==> src/rtl/fsm_input_conditioner_if.sv <==
// Raw level inputs and conditioned outputs between the input pins and the
// downstream one-hot control FSM.
interface fsm_input_conditioner_if;
  logic       a0_raw;
  logic       a4_raw;
  logic       i3_raw;
  logic       A0;
  logic       A4;
  logic       I3;
  logic       chg;
  logic [2:0] chg_mask;

  // master supplies the raw levels, slave is the conditioner itself
  modport master (
    output a0_raw, a4_raw, i3_raw,
    input  A0, A4, I3, chg, chg_mask
  );

  modport slave (
    input  a0_raw, a4_raw, i3_raw,
    output A0, A4, I3, chg, chg_mask
  );
endinterface

==> src/rtl/fsm_input_conditioner.sv <==
// Synchronises and debounces three independent raw levels (A0, A4, I3) and
// reports which channels changed with a registered one-cycle strobe.
module fsm_input_conditioner #(
  parameter int         SYNC_STAGES = 2,
  parameter int         DB_CYCLES   = 4,
  parameter int         CNT_W       = 3,
  parameter logic [2:0] RST_VAL     = 3'b000
) (
  input  logic                    clk,
  input  logic                    rst_b,
  fsm_input_conditioner_if.slave  io_cond
);

  typedef enum logic {
    ST_STABLE  = 1'b0,
    ST_PENDING = 1'b1
  } state_t;

  localparam logic [CNT_W-1:0] CNT_LAST = CNT_W'(DB_CYCLES - 1);

  logic [2:0] w_raw;
  logic [2:0] w_out;
  logic [2:0] w_upd;
  logic       r_chg;
  logic [2:0] r_chg_mask;

  assign w_raw = {io_cond.i3_raw, io_cond.a4_raw, io_cond.a0_raw};

  generate
    for (genvar gi = 0; gi < 3; gi++) begin : g_ch
      logic [SYNC_STAGES-1:0] r_sync;
      logic [CNT_W-1:0]       r_cnt;
      logic [CNT_W-1:0]       w_cnt_next;
      logic                   r_out;
      logic                   w_out_next;
      logic                   w_s;
      logic                   w_upd_ch;
      state_t                 w_state;

      assign w_s = r_sync[SYNC_STAGES-1];

      always_ff @(posedge clk or negedge rst_b) begin
        if (!rst_b) begin
          r_sync <= {SYNC_STAGES{RST_VAL[gi]}};
        end else begin
          r_sync <= {r_sync[SYNC_STAGES-2:0], w_raw[gi]};
        end
      end

      // State is implied by the s/out compare; cnt only matters while PENDING
      always_comb begin
        w_state    = (w_s != r_out) ? ST_PENDING : ST_STABLE;
        w_cnt_next = '0;
        w_out_next = r_out;
        w_upd_ch   = 1'b0;
        case (w_state)
          ST_STABLE: begin
            w_cnt_next = '0;
          end
          ST_PENDING: begin
            if (r_cnt == CNT_LAST) begin
              w_out_next = w_s;
              w_upd_ch   = 1'b1;
            end else begin
              w_cnt_next = r_cnt + CNT_W'(1);
            end
          end
          default: begin
            w_cnt_next = '0;
          end
        endcase
      end

      always_ff @(posedge clk or negedge rst_b) begin
        if (!rst_b) begin
          r_cnt <= '0;
          r_out <= RST_VAL[gi];
        end else begin
          r_cnt <= w_cnt_next;
          r_out <= w_out_next;
        end
      end

      assign w_out[gi] = r_out;
      assign w_upd[gi] = w_upd_ch;
    end
  endgenerate

  always_ff @(posedge clk or negedge rst_b) begin
    if (!rst_b) begin
      r_chg      <= 1'b0;
      r_chg_mask <= 3'b000;
    end else begin
      r_chg      <= |w_upd;
      r_chg_mask <= w_upd;
    end
  end

  assign io_cond.A0       = w_out[0];
  assign io_cond.A4       = w_out[1];
  assign io_cond.I3       = w_out[2];
  assign io_cond.chg      = r_chg;
  assign io_cond.chg_mask = r_chg_mask;

endmodule

==> src/flat_wrapper.sv <==
// flat-port wrapper written by rule: the top's interface ports become plain ports
module fsm_input_conditioner_flat 
#(
  parameter int         SYNC_STAGES = 2,
  parameter int         DB_CYCLES   = 4,
  parameter int         CNT_W       = 3,
  parameter logic [2:0] RST_VAL     = 3'b000
)
  (clk, rst_b, io_cond_a0_raw, io_cond_a4_raw, io_cond_i3_raw, io_cond_A0, io_cond_A4, io_cond_I3, io_cond_chg, io_cond_chg_mask);
  fsm_input_conditioner_if io_cond_i ();
  input  logic clk;
  input  logic rst_b;
  input wire logic [$bits(io_cond_i.a0_raw)-1:0] io_cond_a0_raw;
  input wire logic [$bits(io_cond_i.a4_raw)-1:0] io_cond_a4_raw;
  input wire logic [$bits(io_cond_i.i3_raw)-1:0] io_cond_i3_raw;
  output wire logic [$bits(io_cond_i.A0)-1:0] io_cond_A0;
  output wire logic [$bits(io_cond_i.A4)-1:0] io_cond_A4;
  output wire logic [$bits(io_cond_i.I3)-1:0] io_cond_I3;
  output wire logic [$bits(io_cond_i.chg)-1:0] io_cond_chg;
  output wire logic [$bits(io_cond_i.chg_mask)-1:0] io_cond_chg_mask;
  assign io_cond_i.a0_raw = io_cond_a0_raw;
  assign io_cond_i.a4_raw = io_cond_a4_raw;
  assign io_cond_i.i3_raw = io_cond_i3_raw;
  assign io_cond_A0 = io_cond_i.A0;
  assign io_cond_A4 = io_cond_i.A4;
  assign io_cond_I3 = io_cond_i.I3;
  assign io_cond_chg = io_cond_i.chg;
  assign io_cond_chg_mask = io_cond_i.chg_mask;
  fsm_input_conditioner #(.SYNC_STAGES(SYNC_STAGES), .DB_CYCLES(DB_CYCLES), .CNT_W(CNT_W), .RST_VAL(RST_VAL)) u_core (.clk(clk), .rst_b(rst_b), .io_cond(io_cond_i));
endmodule
==> config.mk <==
export PLATFORM = sky130hd
export DESIGN_NAME = fsm_input_conditioner_flat
export DESIGN_NICKNAME = d
export VERILOG_FILES = /design/src/rtl/fsm_input_conditioner_if.sv /design/src/rtl/fsm_input_conditioner.sv /design/src/flat_wrapper.sv
export SDC_FILE = /design/constraint.sdc
export NUM_CORES = 1
export LEC_CHECK = 0
export ABC_AREA = 1
export ABC_CLOCK_PERIOD_IN_PS = 940
export CAP_MARGIN = 20
export CORE_MARGIN = 5
export CORE_UTILIZATION = 49
export CTS_BUF_LIST = sky130_fd_sc_hd__clkbuf_4
export DETAILED_ROUTE_END_ITERATION = 12
export HOLD_SLACK_MARGIN = 0.1
export MAX_ROUTING_LAYER = met4
export PLACE_DENSITY = 0.76
export SLEW_MARGIN = 15
export SYNTH_ARGS = -nofsm -noshare
export SYNTH_HDL_FRONTEND = slang
export SYNTH_SLANG_ARGS = --single-unit
==> constraint.sdc <==
create_clock -name clk -period 0.94 [get_ports clk]
set_input_delay 0.141 -clock clk [delete_from_list [all_inputs] [get_ports clk]]
set_output_delay 0.141 -clock clk [all_outputs]
set_load 0.005 [all_outputs]
* Word level (Yosys, flattened, before mapping)
Cells that the tools add are included.
** Word-level totals
- Logic and storage cells :: 42
- Bits of input ports :: 5
- Bits in registers :: 22
- Output and inout port bits :: 7
** Operators by class
- Bitwise operators :: 3
- Equal/unequal tests :: 6
- Reductions and logical operators :: 4
- Muxes and demuxes :: 15
- Add/subtract/negate cells :: 3
** Operators with widths (number)
- $pmux 3 s2 :: 3
- $add 3x1->3 const B :: 3
- $eq 3x2->1 const B :: 3
- $mux 1 :: 9
- $mux 3 :: 3
- $reduce_and 2->1 :: 3
- $ne 1x1->1 :: 3
- $not 1->1 :: 3
- $reduce_or 3->1 :: 1

* Logic depth before layout (Yosys ltp)
- Depth after elaboration :: 4
- Gate-level depth with buffers :: 6
- Mapped depth without buffers :: 6

* Worst setup path before layout
Ideal clock, no wire load.
- Kind :: flip-flop to flip-flop
- Start :: register u_core.g_ch[0].r_cnt[0]
- End :: register u_core.r_chg, in the netlist u_core.io_cond.chg
- Arrival time :: 0.829 ns
- Buffers on the path :: 0
- Path slack :: -0.010 ns
- Clock period less this slack :: 0.950 ns
- Cell stages (with the launch flop) :: 6
- Cell sequence :: dfrtp_1 ha_1 inv_1 nor2_4 nand3_2 nand3_2
** Between the ends
- Cells in the longest elaborated chain, start to end :: 4
** RTL lines
- start: declaration :: RTL line fsm_input_conditioner.sv:32 : logic [CNT_W-1:0] r_cnt;
- start signal: assignment :: RTL line fsm_input_conditioner.sv:79 : r_cnt <= w_cnt_next;
- $eq 3x2->1 :: RTL line fsm_input_conditioner.sv:61 : if (r_cnt == CNT_LAST) begin
- $mux 1 :: RTL line fsm_input_conditioner.sv:61
- $mux 1 :: RTL line fsm_input_conditioner.sv:56 : case (w_state)
- $reduce_or 3->1 :: RTL line fsm_input_conditioner.sv:94 : r_chg <= |w_upd;
- end signal: assignment :: RTL line fsm_input_conditioner.sv:94
- end: declaration :: RTL line fsm_input_conditioner.sv:24 : logic r_chg;
Every way passes these cells.
A chain may end at the register's enable or synchronous reset.

* Worst setup path after layout
- Start :: register u_core.g_ch[0].r_cnt[0]
- End :: register u_core.g_ch[0].r_cnt[1]
** Between the ends
- Cells in the longest elaborated chain, start to end :: 3
- Elaborated cells between the ends (all ways) :: 4
- Classes of those cells :: add/sub (1); eq/ne (1); mux (2)
** RTL lines
- $add 3x1->3 / $eq 3x2->1 (equally long branches) :: RTL line fsm_input_conditioner.sv:65, fsm_input_conditioner.sv:61
- $mux 3 * :: RTL line fsm_input_conditioner.sv:61
- $pmux 3 s2 * :: RTL line fsm_input_conditioner.sv:56
- net u_core.g_ch[0].w_cnt_next[1] :: RTL line fsm_input_conditioner.sv:33 : logic [CNT_W-1:0] w_cnt_next;
Mark *: on every way through the listed nets, which the timed path passes. The rest lies on a longest branch.

==> flow_results.xml <==
<?xml version="1.0" encoding="UTF-8"?>
<metrics>
  <group name="final_layout">
    <metric name="ant_diodes" unit="">0</metric>
    <metric name="post-route-cell-area" unit="µm²">1110</metric>
    <metric name="fraction_of_final_layout_cells_with_drive_strength_greater_than_1" unit="">0.475</metric>
    <metric name="syn_to_final_growth" unit="%">28.3</metric>
    <metric name="layoutNonFillerInstCount" unit="">124</metric>
    <metric name="post_layout_net_count" unit="">108</metric>
  </group>
  <group name="routing">
    <metric name="wirelength" unit="µm">1360</metric>
    <metric name="detailedRoute.firstPassIterationCount" unit="">4</metric>
    <metric name="detailroute.via_count" unit="">553</metric>
    <metric name="detail_route.drc_violations" unit="">0</metric>
    <metric name="via_per_inst" unit="">4.46</metric>
    <metric name="ant_nets" unit="">0</metric>
    <metric name="routed_wire_length_per_instance" unit="µm">10.9</metric>
    <metric name="detail_route.iter0.violations" unit="">8</metric>
  </group>
  <group name="cts">
    <metric name="cts_num_sinks" unit="">22</metric>
    <metric name="tritoncts" unit="">yes</metric>
    <metric name="cts.reportedPaths.clkPinSlew" unit="ns">0.12</metric>
    <metric name="cts.htree.levels" unit="">1</metric>
    <metric name="cts-root-to-sink-buffers" unit="">2</metric>
    <metric name="clkLatencyLatePin" unit="ns">0.30</metric>
    <metric name="tritoncts.num_buffers" unit="">3</metric>
    <metric name="clock_tree.root_cell" unit="">sky130_fd_sc_hd__clkbuf_4</metric>
  </group>
  <group name="synth">
    <metric name="ys_async_sr_fraction" unit="">1.00</metric>
    <metric name="synth_top_area_share" unit="">0.639</metric>
    <metric name="yosys_reg_bits" unit="">22</metric>
    <metric name="syn-cell-area" unit="µm²">862</metric>
    <metric name="synth_warnings" unit="">0</metric>
    <metric name="synth-seq-area-share" unit="">0.639</metric>
    <metric name="syn_nets" unit="">83</metric>
    <metric name="post-synth-top-count-cell" unit="">sky130_fd_sc_hd__dfrtp_1</metric>
    <metric name="yosys.cell_types.count" unit="">10</metric>
    <metric name="postSynthCellCount" unit="">75</metric>
    <metric name="synth.top_cells.by_count" unit="">22 x sky130_fd_sc_hd__dfrtp_1, 14 x sky130_fd_sc_hd__inv_1, 10 x sky130_fd_sc_hd__nand2_1</metric>
    <metric name="synth-edff-count" unit="">0</metric>
    <metric name="ys.flop_type" unit="">sky130_fd_sc_hd__dfrtp_1</metric>
    <metric name="synthesis.area_per_instance" unit="µm²">11.5</metric>
    <metric name="synth_area_leaders" unit="">sky130_fd_sc_hd__dfrtp_1 64%, sky130_fd_sc_hd__inv_1 6.1%, sky130_fd_sc_hd__nand3_2 4.6%</metric>
    <metric name="synth_area_leader_cell" unit="">sky130_fd_sc_hd__dfrtp_1</metric>
  </group>
  <group name="sta">
    <metric name="report.final.slew_viol_count" unit="">0</metric>
    <metric name="slew-limit-headroom" unit="">0.891</metric>
    <metric name="grt_setup_unrepaired" unit="">true</metric>
    <metric name="clock.fmax" unit="MHz">1020</metric>
    <metric name="setup_viol_count_final" unit="">10</metric>
    <metric name="finalClockSkew" unit="ns">0.00652</metric>
    <metric name="timing.final.hold_violations" unit="">0</metric>
    <metric name="final_min_period_over_clock_period" unit="">1.04</metric>
    <metric name="worst_slew_pin_slew" unit="ns">0.162</metric>
    <metric name="final.min_clock_period" unit="ns">0.979</metric>
    <metric name="postLayoutSetupSlackWorst" unit="ns">-0.0388</metric>
  </group>
  <group name="floorplanning">
    <metric name="core_area" unit="µm²">1710</metric>
    <metric name="fp.dieArea" unit="µm²">2700</metric>
    <metric name="design.portCount" unit="">12</metric>
    <metric name="die_w" unit="µm">51.9</metric>
    <metric name="start_util" unit="">0.505</metric>
    <metric name="fp-row-count" unit="">15</metric>
    <metric name="die_h" unit="µm">51.9</metric>
  </group>
  <group name="grt">
    <metric name="groute.layer.met3.usage" unit="">0.0372</metric>
    <metric name="vias_in_the_first_global_route" unit="">582</metric>
    <metric name="grt_antenna_before_repair" unit="">0</metric>
    <metric name="total_grt_overflow" unit="">0</metric>
    <metric name="pin_count_of_the_biggest_net_entering_global_routing" unit="">23</metric>
    <metric name="top_usage_layer" unit="">met2</metric>
    <metric name="grt_util_met1" unit="">0.147</metric>
    <metric name="met2_usage" unit="">0.201</metric>
    <metric name="grt_pass1_wl" unit="µm">2430</metric>
    <metric name="overall_global_routing_usage" unit="">0.131</metric>
  </group>
  <group name="setup_path">
    <metric name="cp.required" unit="ns">1.14</metric>
    <metric name="worstPathArrival" unit="ns">1.18</metric>
    <metric name="worst_r2r_endpoint" unit="">u_core.g_ch[0].r_cnt[1]</metric>
    <metric name="setup_crit_start" unit="">u_core.g_ch[0].r_cnt[0]</metric>
    <metric name="worst_reg2reg_path_length_in_cells" unit="">6</metric>
    <metric name="worst-path-max-fanout" unit="">5</metric>
    <metric name="crit_type" unit="">flop to flop</metric>
    <metric name="start_kind" unit="">flop</metric>
    <metric name="reg2reg_slack" unit="ns">-0.04</metric>
    <metric name="critical_path.reg2reg.startpoint" unit="">u_core.g_ch[0].r_cnt[0]</metric>
    <metric name="endpoint_kind" unit="">flop</metric>
    <metric name="critPathCapture" unit="">u_core.g_ch[0].r_cnt[1]</metric>
  </group>
  <group name="min_path">
    <metric name="hold_path.class" unit="">primary input to async pin</metric>
  </group>
  <group name="pwr">
    <metric name="leakagePower" unit="nW">0.570</metric>
    <metric name="power_density" unit="nW/µm²">2480</metric>
    <metric name="peak_supply_drop" unit="mV">1.32</metric>
  </group>
  <group name="placement">
    <metric name="place_inst" unit="">116</metric>
    <metric name="finalWeightedCongestion" unit="">0.716</metric>
    <metric name="detailed_place.area" unit="µm²">1050</metric>
    <metric name="hpwl" unit="µm">936</metric>
    <metric name="port_buffers" unit="">11</metric>
  </group>
  <group name="run">
    <metric name="cap_violations" unit="">0</metric>
  </group>
  <group name="outcome">
    <metric name="status" unit="">finished with violations</metric>
    <metric name="violations_in_the_final_reports" unit="">setup timing</metric>
  </group>
</metrics>
[power by group]
group | total, W | switching, W | internal (W) | leakage, nW
combinational | 0.00106 | 0.000522 | 0.000535 | 0.273
clock | 0.000427 | 0.000272 | 0.000155 | 0.0154
sequential | 0.00126 | 0.000107 | 0.00116 | 0.281
total | 0.00275 | 0.000901 | 0.00185 | 0.570
[area by class of cell]
type                            instances  area, µm²
Sequential cell                        22        551
Clock buffer                            3       22.5
Multi-Input combinational cell         39        288
Inverter                               14       55.1
Clock inverter                          1       3.75
Tap cell                               25       31.3
Fill cell                             133        602
Timing Repair Buffer                   20        155
[logic make-up after synthesis]
logic type               share of synthesized area
flip-flops                                   0.639
buffers and inverters                       0.0610
adder cells (fa/ha/maj)                     0.0435
AND/OR/NAND/NOR                              0.234
AO/OA/AOI/OAI                               0.0232
[metal layers]
metal	wire (µm)	part of all wire
met5	0	0
met4	42	0.031
met3	86	0.063
met2	658	0.49
met1	567	0.42
[cell usage in the layout, fill, tap and decap left out]
master | Yosys | layout
sky130_fd_sc_hd__nand2_2 | 6 | 6
sky130_fd_sc_hd__clkbuf_4 | 0 | 3
sky130_fd_sc_hd__dfrtp_1 | 22 | 22
sky130_fd_sc_hd__inv_1 | 14 | 7
sky130_fd_sc_hd__o21ai_0 | 4 | 1
sky130_fd_sc_hd__nor3_2 | 3 | 3
sky130_fd_sc_hd__buf_12 | 0 | 1
sky130_fd_sc_hd__o21ai_2 | 0 | 1
sky130_fd_sc_hd__buf_2 | 0 | 7
sky130_fd_sc_hd__clkinv_1 | 0 | 1
sky130_fd_sc_hd__nand2_1 | 10 | 9
sky130_fd_sc_hd__inv_2 | 0 | 6
sky130_fd_sc_hd__ha_2 | 0 | 2
sky130_fd_sc_hd__clkdlybuf4s50_1 | 0 | 4
sky130_fd_sc_hd__ha_4 | 0 | 1
sky130_fd_sc_hd__nor2_4 | 3 | 3
sky130_fd_sc_hd__nand2_4 | 0 | 1
sky130_fd_sc_hd__buf_4 | 0 | 8
sky130_fd_sc_hd__nand3_2 | 4 | 4
sky130_fd_sc_hd__nor2_1 | 6 | 6
sky130_fd_sc_hd__inv_4 | 0 | 1
sky130_fd_sc_hd__o21ai_1 | 0 | 2
[per-stage QoR]
step | worst slack [ns] | power, W | hold WS [ns] | setup TNS, ns | utilization
2_1_floorplan | 0.0116 | 0.00176 | -0.155 | 0 | -
3_3_place_gp | -0.0401 | 0.00214 | 0.333 | -0.110 | 0.617
3_5_place_dp | -0.0598 | 0.00220 | 0.339 | -0.229 | 0.617
4_1_cts | -0.0363 | 0.00261 | 0.163 | -0.284 | 0.625
5_1_grt | -0.0998 | 0.00297 | 0.161 | -1.17 | 0.648
6_report | -0.0388 | 0.00275 | 0.161 | -0.194 | 0.648
[worst min path at each step]
stage          slack (ns)                startpoint                        to  cells past startpoint
4_1_cts              0.16                     rst_b        u_core.io_cond.chg                      2
2_1_floorplan       -0.15                     rst_b   u_core.g_ch[0].r_cnt[0]                      0
3_5_place_dp         0.34  u_core.g_ch[2].r_sync[0]  u_core.g_ch[2].r_sync[1]                      0
6_report             0.16                     rst_b        u_core.io_cond.chg                      2
5_1_grt              0.16                     rst_b        u_core.io_cond.chg                      2
3_3_place_gp         0.33  u_core.g_ch[1].r_sync[0]  u_core.g_ch[1].r_sync[1]                      0
[critical path, stage by stage (launching register included)]
cell,delay (ns)
sky130_fd_sc_hd__dfrtp_1,0.37
sky130_fd_sc_hd__ha_2,0.17
sky130_fd_sc_hd__inv_2,0.04
sky130_fd_sc_hd__nor2_4,0.14
sky130_fd_sc_hd__inv_1,0.06
sky130_fd_sc_hd__nand2_1,0.06
sky130_fd_sc_hd__nor2_1,0.04
[repair_timing]
| item | 4_1_cts | 5_1_grt |
|---|---|---|
| cloned | 0 | 0 |
| gates resized for setup | 32 | 11 |
| buffers inserted | 2 | 2 |
| setup endpoints to repair | 15 | 22 |
| pin swaps | 2 | 2 |
| hold buffers | 0 | 0 |
[registers in the layout, indices dropped and copies added, names as in the netlist]
name / count
u_core.io_cond.A4: 1
u_core.io_cond.chg: 1
u_core.g_ch.r_sync: 6
u_core.io_cond.A0: 1
u_core.io_cond.chg_mask: 3
u_core.io_cond.I3: 1
u_core.g_ch.r_cnt: 9
No activity file was read; power rests on OpenSTA's default activity.
